===== config.mk =====
export PLATFORM = sky130hd
export DESIGN_NAME = uart_loopback_top
export DESIGN_NICKNAME = d
export VERILOG_FILES = /design/src/rtl/uart_loopback_top.sv
export SDC_FILE = /design/constraint.sdc
export NUM_CORES = 1
export LEC_CHECK = 0
export CAP_MARGIN = 10
export CORE_MARGIN = 3
export CORE_UTILIZATION = 67
export DETAILED_ROUTE_END_ITERATION = 10
export PLACE_DENSITY = 0.85
export REMOVE_ABC_BUFFERS = 1
export SLEW_MARGIN = 20
export SYNTH_ARGS = -nofsm -noshare
export SYNTH_HDL_FRONTEND = slang
export SYNTH_SLANG_ARGS = --single-unit
export TNS_END_PERCENT = 10

===== constraint.sdc =====
create_clock -name clk -period 15.5 [get_ports clk]
set_input_delay 1.55 -clock clk [delete_from_list [all_inputs] [get_ports clk]]
set_output_delay 1.55 -clock clk [all_outputs]
set_load 0.02 [all_outputs]

===== src/rtl/uart_loopback_top.sv =====
// UART core with internal serial loopback:
// TX FIFO -> transmitter -> serial line -> receiver -> RX FIFO.
// A programmable baud-tick generator drives both FSMs at 16x oversampling.

module uart_fifo #(
  parameter int unsigned width     = 8,
  parameter int unsigned addr_bits = 4
) (
  input  logic             clk,
  input  logic             reset,
  input  logic             wr,
  input  logic             rd,
  input  logic [width-1:0] din,
  output logic [width-1:0] dout,
  output logic             empty,
  output logic             full
);

  logic [width-1:0]   mem [2**addr_bits];
  logic [addr_bits:0] wr_ptr;
  logic [addr_bits:0] rd_ptr;
  logic               push;
  logic               pop;

  // Pointers carry one extra wrap bit so full and empty are distinguishable.
  always_comb begin
    empty = (wr_ptr == rd_ptr);
    full  = (wr_ptr[addr_bits] != rd_ptr[addr_bits]) &&
            (wr_ptr[addr_bits-1:0] == rd_ptr[addr_bits-1:0]);
    push  = wr && !full;
    pop   = rd && !empty;
    dout  = mem[rd_ptr[addr_bits-1:0]];
  end

  // Storage and pointer update; blocked push/pop leave pointers untouched.
  always_ff @(posedge clk or posedge reset) begin
    if (reset) begin
      mem    <= '{default: '0};
      wr_ptr <= '0;
      rd_ptr <= '0;
    end else begin
      if (push) begin
        mem[wr_ptr[addr_bits-1:0]] <= din;
        wr_ptr                     <= wr_ptr + 1'b1;
      end
      if (pop) begin
        rd_ptr <= rd_ptr + 1'b1;
      end
    end
  end

endmodule

module uart_loopback_top #(
  parameter int unsigned data_bits      = 8,
  parameter int unsigned stop_ticks     = 16,
  parameter int unsigned fifo_addr_bits = 4
) (
  input  logic                 clk,
  input  logic                 reset,
  input  logic [data_bits-1:0] data_in,
  input  logic                 wr_en,
  input  logic                 rd_en,
  input  logic [9:0]           timer_final_value,
  output logic                 rx_empty,
  output logic [data_bits-1:0] data_out,
  output logic                 tx_full
);

  localparam int unsigned tick_w = (stop_ticks > 16) ? $clog2(stop_ticks) : 4;
  localparam int unsigned bit_w  = (data_bits > 1) ? $clog2(data_bits) : 1;
  localparam logic [tick_w-1:0] bit_last  = tick_w'(15);
  localparam logic [tick_w-1:0] start_mid = tick_w'(7);
  localparam logic [tick_w-1:0] stop_last = tick_w'(stop_ticks - 1);
  localparam logic [bit_w-1:0]  data_last = bit_w'(data_bits - 1);

  typedef enum logic [1:0] {tx_idle, tx_start, tx_data, tx_stop} tx_state_t;
  typedef enum logic [1:0] {rx_idle, rx_start, rx_data, rx_stop} rx_state_t;

  logic [9:0]           baud_cnt;
  logic                 tick;

  logic [data_bits-1:0] tx_head;
  logic                 tx_empty;
  logic                 tx_pop;
  logic                 serial_line;

  tx_state_t            tx_state, tx_state_next;
  logic [tick_w-1:0]    tx_ticks, tx_ticks_next;
  logic [bit_w-1:0]     tx_bits, tx_bits_next;
  logic [data_bits-1:0] tx_shreg, tx_shreg_next;

  rx_state_t            rx_state, rx_state_next;
  logic [tick_w-1:0]    rx_ticks, rx_ticks_next;
  logic [bit_w-1:0]     rx_bits, rx_bits_next;
  logic [data_bits-1:0] rx_shreg, rx_shreg_next;
  logic                 rx_done;
  logic                 rx_push;
  logic                 rx_full;

  // Baud counter: 0..timer_final_value then wrap; a lowered divisor lands at the natural 10-bit wrap.
  always_ff @(posedge clk or posedge reset) begin
    if (reset) begin
      baud_cnt <= '0;
    end else if (baud_cnt == timer_final_value) begin
      baud_cnt <= '0;
    end else begin
      baud_cnt <= baud_cnt + 1'b1;
    end
  end

  // One-cycle oversampling tick at terminal count.
  always_comb begin
    tick = (baud_cnt == timer_final_value);
  end

  uart_fifo #(
    .width     (data_bits),
    .addr_bits (fifo_addr_bits)
  ) tx_fifo (
    .clk   (clk),
    .reset (reset),
    .wr    (wr_en),
    .rd    (tx_pop),
    .din   (data_in),
    .dout  (tx_head),
    .empty (tx_empty),
    .full  (tx_full)
  );

  // Transmitter state register.
  always_ff @(posedge clk or posedge reset) begin
    if (reset) begin
      tx_state <= tx_idle;
      tx_ticks <= '0;
      tx_bits  <= '0;
      tx_shreg <= '0;
    end else begin
      tx_state <= tx_state_next;
      tx_ticks <= tx_ticks_next;
      tx_bits  <= tx_bits_next;
      tx_shreg <= tx_shreg_next;
    end
  end

  // Transmitter next-state: 16 ticks per start/data bit, stop_ticks for the stop bit.
  always_comb begin
    tx_state_next = tx_state;
    tx_ticks_next = tx_ticks;
    tx_bits_next  = tx_bits;
    tx_shreg_next = tx_shreg;
    case (tx_state)
      tx_idle: begin
        if (!tx_empty) begin
          tx_state_next = tx_start;
          tx_ticks_next = '0;
          tx_shreg_next = tx_head;
        end
      end
      tx_start: begin
        if (tick) begin
          if (tx_ticks == bit_last) begin
            tx_state_next = tx_data;
            tx_ticks_next = '0;
            tx_bits_next  = '0;
          end else begin
            tx_ticks_next = tx_ticks + 1'b1;
          end
        end
      end
      tx_data: begin
        if (tick) begin
          if (tx_ticks == bit_last) begin
            tx_ticks_next = '0;
            tx_shreg_next = {1'b0, tx_shreg[data_bits-1:1]};
            if (tx_bits == data_last) begin
              tx_state_next = tx_stop;
            end else begin
              tx_bits_next = tx_bits + 1'b1;
            end
          end else begin
            tx_ticks_next = tx_ticks + 1'b1;
          end
        end
      end
      tx_stop: begin
        if (tick) begin
          if (tx_ticks == stop_last) begin
            tx_state_next = tx_idle;
            tx_ticks_next = '0;
          end else begin
            tx_ticks_next = tx_ticks + 1'b1;
          end
        end
      end
      default: tx_state_next = tx_idle;
    endcase
  end

  // Transmitter outputs: serial line level and TX FIFO pop.
  always_comb begin
    serial_line = 1'b1;
    tx_pop      = 1'b0;
    case (tx_state)
      tx_idle:  tx_pop      = !tx_empty;
      tx_start: serial_line = 1'b0;
      tx_data:  serial_line = tx_shreg[0];
      default:  serial_line = 1'b1;
    endcase
  end

  // Receiver state register.
  always_ff @(posedge clk or posedge reset) begin
    if (reset) begin
      rx_state <= rx_idle;
      rx_ticks <= '0;
      rx_bits  <= '0;
      rx_shreg <= '0;
    end else begin
      rx_state <= rx_state_next;
      rx_ticks <= rx_ticks_next;
      rx_bits  <= rx_bits_next;
      rx_shreg <= rx_shreg_next;
    end
  end

  // Receiver next-state: re-check start at mid-bit, then sample each bit centre.
  always_comb begin
    rx_state_next = rx_state;
    rx_ticks_next = rx_ticks;
    rx_bits_next  = rx_bits;
    rx_shreg_next = rx_shreg;
    case (rx_state)
      rx_idle: begin
        if (!serial_line) begin
          rx_state_next = rx_start;
          rx_ticks_next = '0;
        end
      end
      rx_start: begin
        if (tick) begin
          if (rx_ticks == start_mid) begin
            rx_ticks_next = '0;
            rx_bits_next  = '0;
            rx_state_next = serial_line ? rx_idle : rx_data;
          end else begin
            rx_ticks_next = rx_ticks + 1'b1;
          end
        end
      end
      rx_data: begin
        if (tick) begin
          if (rx_ticks == bit_last) begin
            rx_ticks_next = '0;
            rx_shreg_next = {serial_line, rx_shreg[data_bits-1:1]};
            if (rx_bits == data_last) begin
              rx_state_next = rx_stop;
            end else begin
              rx_bits_next = rx_bits + 1'b1;
            end
          end else begin
            rx_ticks_next = rx_ticks + 1'b1;
          end
        end
      end
      rx_stop: begin
        if (tick) begin
          if (rx_ticks == stop_last) begin
            rx_state_next = rx_idle;
            rx_ticks_next = '0;
          end else begin
            rx_ticks_next = rx_ticks + 1'b1;
          end
        end
      end
      default: rx_state_next = rx_idle;
    endcase
  end

  // Receiver output: push completed byte unless the RX FIFO is full (byte dropped).
  always_comb begin
    rx_done = (rx_state == rx_stop) && tick && (rx_ticks == stop_last);
    rx_push = rx_done && !rx_full;
  end

  uart_fifo #(
    .width     (data_bits),
    .addr_bits (fifo_addr_bits)
  ) rx_fifo (
    .clk   (clk),
    .reset (reset),
    .wr    (rx_push),
    .rd    (rd_en),
    .din   (rx_shreg),
    .dout  (data_out),
    .empty (rx_empty),
    .full  (rx_full)
  );

endmodule


==> results of run 1 <==
## power groups by stage
stage | logic, mW | clock network, mW | registers (mW)
3_5_place_dp | 0.550 | 0 | 1.16
2_1_floorplan | 0.401 | 0 | 1.15
6_report | 0.546 | 0.828 | 1.14
5_1_grt | 0.593 | 0.876 | 1.17
4_1_cts | 0.553 | 0.839 | 1.14
3_3_place_gp | 0.529 | 0 | 1.14
## worst paths after layout
path                                     end  cells after the start
setup / recovery                 data_out[6]                      4
hold / removal               tx_fifo.mem[47]                      1
setup reg to reg             rx_fifo.mem[16]                      5
hold reg to reg              tx_fifo.mem[47]                      1
max in group asynchronous  rx_fifo.rd_ptr[0]                      3
min in group asynchronous    tx_fifo.mem[81]                      2
## cell type report
class	instances	share of cell area
multi-input cells	635	0.4128
clock inverters	7	0.006865
flip-flops and latches	320	0.4726
clock buffers	52	0.06075
well taps	280	0.02067
repair buffers	38	0.02215
inverters	17	0.004208
## cell usage in the layout, fill, tap and decap left out, types with 9 or more instances in the layout
| cell | Yosys | routed |
|---|---|---|
| nand4_1 | 17 | 17 |
| nor2_1 | 24 | 23 |
| dfrtp_1 | 320 | 318 |
| and3_1 | 10 | 10 |
| clkdlybuf4s50_1 | 0 | 31 |
| nand3_2 | 13 | 13 |
| clkbuf_16 | 0 | 35 |
| nand2_1 | 28 | 28 |
| xor2_1 | 24 | 24 |
| inv_1 | 17 | 16 |
| clkbuf_8 | 0 | 9 |
| mux2i_1 | 16 | 16 |
| mux2_2 | 285 | 285 |
| nand3_1 | 12 | 12 |
| ha_1 | 22 | 22 |
| o21ai_0 | 14 | 14 |
| mux4_2 | 72 | 72 |
| xnor2_1 | 23 | 23 |
## stage by stage
step | power (mW) | std cells
final | 2.518 | 1349
after global routing | 2.636 | 1349
after CTS | 2.535 | 1349
after detailed placement | 1.705 | 1290
after global placement | 1.671 | 1290
after floorplan | 1.549 | 972
## kinds of logic after synthesis
logic type / after synthesis / synth area share
and+or+nand+nor: 144 / 0.06339
AOI/OAI and AO/OA: 49 / 0.02160
xor gates and xnor gates: 47 / 0.02691
adders and majority gates: 22 / 0.01800
DFF: 320 / 0.5235
buffers and inverters: 75 / 0.02029
muxes: 373 / 0.3263
## state kept, by name, indices dropped and copies added (netlist names), 2 cells and up, named ones only
name / cells
rx_fifo.mem: 128
tx_fifo.mem: 128
baud_cnt: 10
rx_shreg: 8
tx_shreg: 8
rx_fifo.rd_ptr: 5
rx_fifo.wr_ptr: 5
tx_fifo.rd_ptr: 5
tx_fifo.wr_ptr: 5
rx_ticks: 4
tx_ticks: 4
rx_bits: 3
tx_bits: 3
tx_state: 2
## routing by layer
metal / vias up / routed length (um) / global-route usage
li1: 3875 / - / -
met1: 4617 / 12940 / 0.3427
met2: 134 / 15670 / 0.4454
met3: 50 / 927 / 0.03822
met4: 0 / 695 / 0.06860
met5: - / 0 / 0
==> run metrics, run 1 <==
switching power 0.6862 mW; critical path arrival 3.14 ns; Worst EP required 13.95 ns; diodes inserted 0; CTS clk-pin slew, worst paths 0.06 ns; Most used DFF post-synth dfrtp_1; cts bufs inserted 34; crit start category register; Port Buffer Count 31; Fillers 1338; most frequent CP cell mux4_2; RSZ-0062 raised after global routing false; die area 24680 sq um; Post-synth EDFFs 0; core area 22090 sq um; f_max 0.2131 GHz; Final Skew 0.01903 ns; Crit path buffers/inverters 2; RR Startpoint baud_cnt[1]; critical path's slowest cell mux4_2; Die Ht 157.1 um; Worst setup EP type output port; Yosys cell types 50; flop2flop setup slack 11.95 ns; Root Driver clkbuf_16; switching share of power 0.2726; cell-internal power 1.831 mW; antenna-violating nets left 0; Final Hold Viols 0; post-cts sizing count 0; largest net degree at the start of global routing 185; drt total wl 30.23 mm; Site Rows 54; DR WL/cell 22.41 um; register area share after synthesis 0.5235; Post CTS Setup Buffer Count 0; First-pass DRT Iterations 4; Post-synth top cells dfrtp_1 (320), mux2_2 (285), mux4_2 (72); worst slew pin tran 1.067 ns; post-layout util 0.7672; fin worst setup slack 10.81 ns; top post-synthesis cells by area dfrtp_1 (52%), mux2_2 (21%), mux4_2 (11%); clk_lat worst skew 0.51 ns; Slew Viols, Final 0; Remaining DRCs 0; final setup TNS 0 ns; Avg Cell Area, Syn 14.85 sq um; most frequent cell after synthesis dfrtp_1; pre-CTS setup slack 10.48 ns; Logic pwr share 0.217; crit-path max FO 36; status finished, final reports clean; worst setup path class reg2out; Seq pwr share 0.454; die width 157.1 um; crit path cell chain buf_4, mux4_2, mux4_2, clkdlybuf4s50_1; initial drt markers 649; hold path start tx_fifo.mem[47]; DP HPWL 19.21 mm; layout cells sized above 1 0.4200; global route overflow 0; Async SR Flop Fraction 1.000; CTS H-Tree Depth 2; drt via density 6.431; io pins 32; Vias 8676; synth warn 0; Yosys reg bits 320; period utilization 0.3028; final RePlAce weighted congestion 0.8393; first-pass GRT wire length 49.90 mm; Seq. cell area 8010 sq um; CP peak stage delay 0.65 ns; mapped cell area 15300 sq um; Clock Path Buffers 3; clk sinks 320; WHS 0.5004 ns; Area Overhead vs Synth 10.81%; Max-slew headroom 0.2829; Post-Syn Instances 1030; initial antenna violation count 0; area of the multi-input gates 6997 sq um; leakage 7.584 nW; vias in the first global route 9375; CP Launch Point rx_fifo.rd_ptr[0]; hold-fix buffers at CTS 0; max_cap viols 0; area leader, netlist dfrtp_1; Tmin final 4.693 ns; TritonCTS clock tree yes; final non-filler cell area 16950 sq um; Post-DP Area 15790 sq um; maximum VDD drop 0.1356 mV; pwr dens 148.5 nW/um^2; Initial Util 0.6923; Final setup viols 0; hold crit path type reg2reg; share of total power in the clock network 0.329; Top Family by Delay on Critical Path multiplexers; GRT Overall Usage 0.2562; top cell type's share of synthesized area 0.5235; nets 1090
(Power assumes the default switching activity.)
==> run 2: changes to the inputs <==
CORE_UTILIZATION = 56   (was 67)
PLACE_DENSITY = 0.76   (was 0.85)
clock period = 3.8 ns   (was 15.5 ns; I/O delays follow)
==> run 2 against run 1 <==
Effect of this change: wire length increased by 1.6%; register-to-register slack lost 11 ns; final cell count up 5.7%; critical path depth did not move; highest routed layer unchanged.
==> run metrics, run 2 (synthesis results as in run 1) <==
status finished, final reports clean; Site Rows 59; clk sinks 320; first-pass GRT wire length 50.16 mm; hold crit path type in2async; Root Driver clkbuf_16; diodes inserted 0; Max-slew headroom 0.5037; RSZ-0062 raised after global routing false; die width 171.3 um; Die Ht 171.3 um; final RePlAce weighted congestion 0.7977; drt via density 6.126; vias in the first global route 9187; commonest cells after routing, fill and taps aside dfrtp_1 (317), mux2_2 (285), mux4_2 (72); post-layout util 0.6485; io pins 32; Area Overhead vs Synth 12.05%; DP HPWL 20.11 mm; layout cells sized above 1 0.4326; critical path's slowest cell mux4_2; largest net degree at the start of global routing 94; crit path cell chain buf_12, mux4_2, mux4_2, clkdlybuf4s50_1; Vias 8736; die area 29330 sq um; Worst setup EP type output port; Post CTS Setup Buffer Count 0; most common cell after layout, fill and taps aside dfrtp_1; Worst EP required 3.42 ns; pwr dens 591.1 nW/um^2; worst slew pin tran 0.7401 ns; CP peak stage delay 0.59 ns; crit start category register; Slew Viols, Final 0; Clock Path Buffers 3; drt total wl 30.72 mm; global route overflow 0; Tmin final 3.228 ns; Initial Util 0.5788; initial drt markers 494; most frequent CP cell mux4_2; critical path arrival 2.85 ns; Crit path buffers/inverters 2; Remaining DRCs 0; core area 26430 sq um; First-pass DRT Iterations 5; CTS H-Tree Depth 2; leakage 7.667 nW; worst setup path class reg2out; f_max 0.3098 GHz; Top Family by Delay on Critical Path multiplexers; Regs by FF count rx_fifo.mem x128, tx_fifo.mem x128, baud_cnt x10; CTS clk-pin slew, worst paths 0.06 ns; cts bufs inserted 35; maximum VDD drop 0.4960 mV; total power 10.13 mW; final non-filler cell area 17140 sq um; hold-fix buffers at CTS 0; initial antenna violation count 0; max_cap viols 0; final setup TNS 0 ns; DR WL/cell 21.54 um; nets 1110; period utilization 0.8495; clk_lat worst skew 0.52 ns; Final Hold Viols 0; flop2flop setup slack 1.06 ns; TritonCTS clock tree yes; Final Skew 0.02396 ns; Port Buffer Count 31; Post-DP Area 16030 sq um; GRT Overall Usage 0.2164; crit-path max FO 36; Final setup viols 0; post-cts sizing count 0; antenna-violating nets left 0
==> run 2: changes by cell type in the layout (fill, tap and decap cells not counted), sizes merged <==
cell / delta
buf: +19
bufinv: -2
inv: +3
clkbuf: -2
clkinvlp: +1
clkinv: +3
==> run 2: worst paths after layout <==
path | start | to | cells after the start
max | rx_fifo.rd_ptr[0] | data_out[1] | 4
min | reset | tx_fifo.mem[17] | 2
max reg2reg | tx_fifo.wr_ptr[2] | tx_fifo.mem[31] | 6
min reg2reg | tx_fifo.mem[12] | tx_fifo.mem[12] | 1
max in group asynchronous | reset | rx_ticks[3] | 3
min in group clk | tx_fifo.mem[12] | tx_fifo.mem[12] | 1
==> run 2: routing by layer <==
metal / up-vias / track usage / wire [um]
li1: 3914 / - / -
met1: 4660 / 0.2948 / 13620
met2: 124 / 0.3733 / 15640
met3: 38 / 0.03379 / 975
met4: 0 / 0.04619 / 485
met5: - / 0 / 0
==> run 2: cell type report <==
class	count	area, sq um
Multi-Input combinational cell	635	6984
Tap cell	335	419.2
Timing Repair Buffer	57	543.0
Inverter	17	71.32
Sequential cell	320	8011
Fill cell	1907	9289
Clock inverter	12	107.6
Clock buffer	50	1002
==> run 2: report_power, final <==
group	leakage [nW]	switching, mW	total, mW	internal (mW)
sequential	4.18	0.460	4.62	4.16
combinational	2.94	0.973	2.24	1.27
clock	0.545	1.36	3.27	1.92
==> run 2: per-stage QoR <==
| stage | hold slack [ns] | std cells | setup WS [ns] |
|---|---|---|---|
| after global placement | 0.4818 | 1364 | 0.7572 |
| after CTS | 0.3950 | 1426 | 0.5174 |
| after global routing | 0.4311 | 1426 | 0.4708 |
| final | 0.3444 | 1426 | 0.5718 |
| after detailed placement | 0.4874 | 1364 | 0.7278 |
| after floorplan | 0.4739 | 972 | -5.436 |
==> run 3: changes to the inputs <==
CORE_UTILIZATION = 62   (was 56)
PLACE_DENSITY = 0.8   (was 0.76)
clock period = 3.22 ns   (was 3.8 ns; I/O delays follow)
==> run 3 against run 2 <==
Effect of this change: sequential share of layout area shrank 0.19 points; register-to-register slack lost 0.59 ns; critical endpoint is now data_out[2]; power grew 18%; clock-buffer cell count shrank 2; sequential power grew 17%; clock skew shrank 0.0072 ns; global-route usage grew 2.8 points; highest routed layer unchanged.
==> run metrics, run 3 (synthesis results as in run 1) <==
status finished, final reports clean; layout cells sized above 1 0.4361; Fillers 1530; f_max 0.3206 GHz; leakage 7.730 nW; initial antenna violation count 0; pwr dens 694.6 nW/um^2; core area 23820 sq um; Area Overhead vs Synth 12.50%; CP peak stage delay 0.56 ns; vias in the first global route 9712; Logic pwr share 0.227; Initial Util 0.6421; crit path cell chain buf_12, mux4_2, mux4_2, clkdlybuf4s50_1; Root Driver clkbuf_16; Final Skew 0.01673 ns; Regs by FF count rx_fifo.mem x128, tx_fifo.mem x128, baud_cnt x10; cts bufs inserted 34; flop2flop setup slack 0.47 ns; DP HPWL 20.35 mm; Slew Viols, Final 0; Site Rows 56; Vias 8815; crit-path max FO 36; worst setup path class reg2out; reg2reg end tx_fifo.mem[5]; period utilization 0.9688; initial drt markers 628; die width 163.1 um; critical path's slowest cell mux4_2; post-cts sizing count 0; clk_lat worst skew 0.51 ns; nets 1120; Tmin final 3.119 ns; die area 26590 sq um; Post CTS Setup Buffer Count 0; placed cells 1359; diodes inserted 0; switching power 3.256 mW; R2R cell count 6; crit start category register; DR WL/cell 21.81 um; max_cap viols 0; CP Launch Point rx_fifo.rd_ptr[0]; WHS 0.3397 ns; io pins 32; most common cell after layout, fill and taps aside dfrtp_1; drt via density 6.230; drt total wl 30.86 mm; final RePlAce weighted congestion 0.7831; Final setup viols 0; antenna-violating nets left 0; share of total power in the clock network 0.319; TritonCTS clock tree yes; Max-slew headroom 0.5486; Worst EP required 2.90 ns; RSZ-0062 raised after global routing false; largest net degree at the start of global routing 97; hold crit path type in2async; Seq pwr share 0.454; clk sinks 320; Setup crit end data_out[2]; Worst setup EP type output port; cell-internal power 8.697 mW; global route overflow 0; Die Ht 163.1 um; Clock Path Buffers 3; Remaining DRCs 0; critical path arrival 2.80 ns; GRT Overall Usage 0.2446; First-pass DRT Iterations 4; Port Buffer Count 31; CTS H-Tree Depth 2; hold-fix buffers at CTS 0; CTS clk-pin slew, worst paths 0.06 ns; first-pass GRT wire length 51.94 mm; most frequent CP cell mux4_2; RR Startpoint tx_fifo.wr_ptr[2]; switching share of power 0.2724; maximum VDD drop 0.6402 mV; post-route insts no fill 1415; worst slew pin tran 0.6771 ns; commonest cells after routing, fill and taps aside dfrtp_1 (317), mux2_2 (285), mux4_2 (72); Final Hold Viols 0
[run 3: critical path, delay by kind of cell, from the launching register on]
kind / cells / cell delay [ns]
mux: 2 / 1.06
buf+inv: 2 / 0.83
flops: 1 / 0.37
[run 3: power groups by stage]
| stage | clock, mW | sequential (mW) | combinational, mW |
|---|---|---|---|
| floorplan | 0 | 5.53 | 1.93 |
| global placement | 0 | 5.42 | 2.63 |
| detailed placement | 0 | 5.48 | 2.73 |
| CTS | 3.89 | 5.42 | 2.76 |
| global route | 4.04 | 5.52 | 2.97 |
| finish | 3.82 | 5.42 | 2.71 |
[run 3: worst min path at each step]
stage | cells past startpoint | slack [ns] | to
final | 2 | 0.34 | tx_fifo.mem[104]
after global routing | 2 | 0.39 | tx_fifo.mem[104]
after CTS | 2 | 0.36 | tx_fifo.mem[107]
after detailed placement | 1 | 0.49 | tx_fifo.mem[75]
after global placement | 1 | 0.48 | tx_fifo.mem[97]
after floorplan | 1 | 0.47 | tx_fifo.mem[100]
[run 3: layer usage]
layer | share of wire | wire [um] | global-route usage
met5 | 0 | 0 | 0
met4 | 0.014 | 440 | 0.06459
met1 | 0.42 | 12960 | 0.3209
met3 | 0.033 | 1029 | 0.03196
met2 | 0.53 | 16430 | 0.4346
[run 3: layout make-up]
type / count / area, sq um / share of cell area
clock buffers: 48 / 984.7 / 0.05722
inverters: 17 / 71.32 / 0.004145
well taps: 319 / 399.1 / 0.02319
multi-input cells: 635 / 6984 / 0.4059
repair buffers: 68 / 663.1 / 0.03854
clock inverters: 8 / 93.84 / 0.005453
flip-flops and latches: 320 / 8011 / 0.4656
[run 3: per-stage QoR]
stage	area [sq um]	util	power (mW)	setup TNS (ns)	worst slack [ns]
floorplan	15050	-	7.458	-2033.27	-5.958
detailed placement	16130	0.6770	8.217	0	0.2908
global placement	16130	0.6770	8.053	0	0.3791
CTS	17210	0.7223	12.06	0	0.07521
global route	17210	0.7223	12.53	0	0.01462
finish	17210	0.7223	11.95	0	0.1006
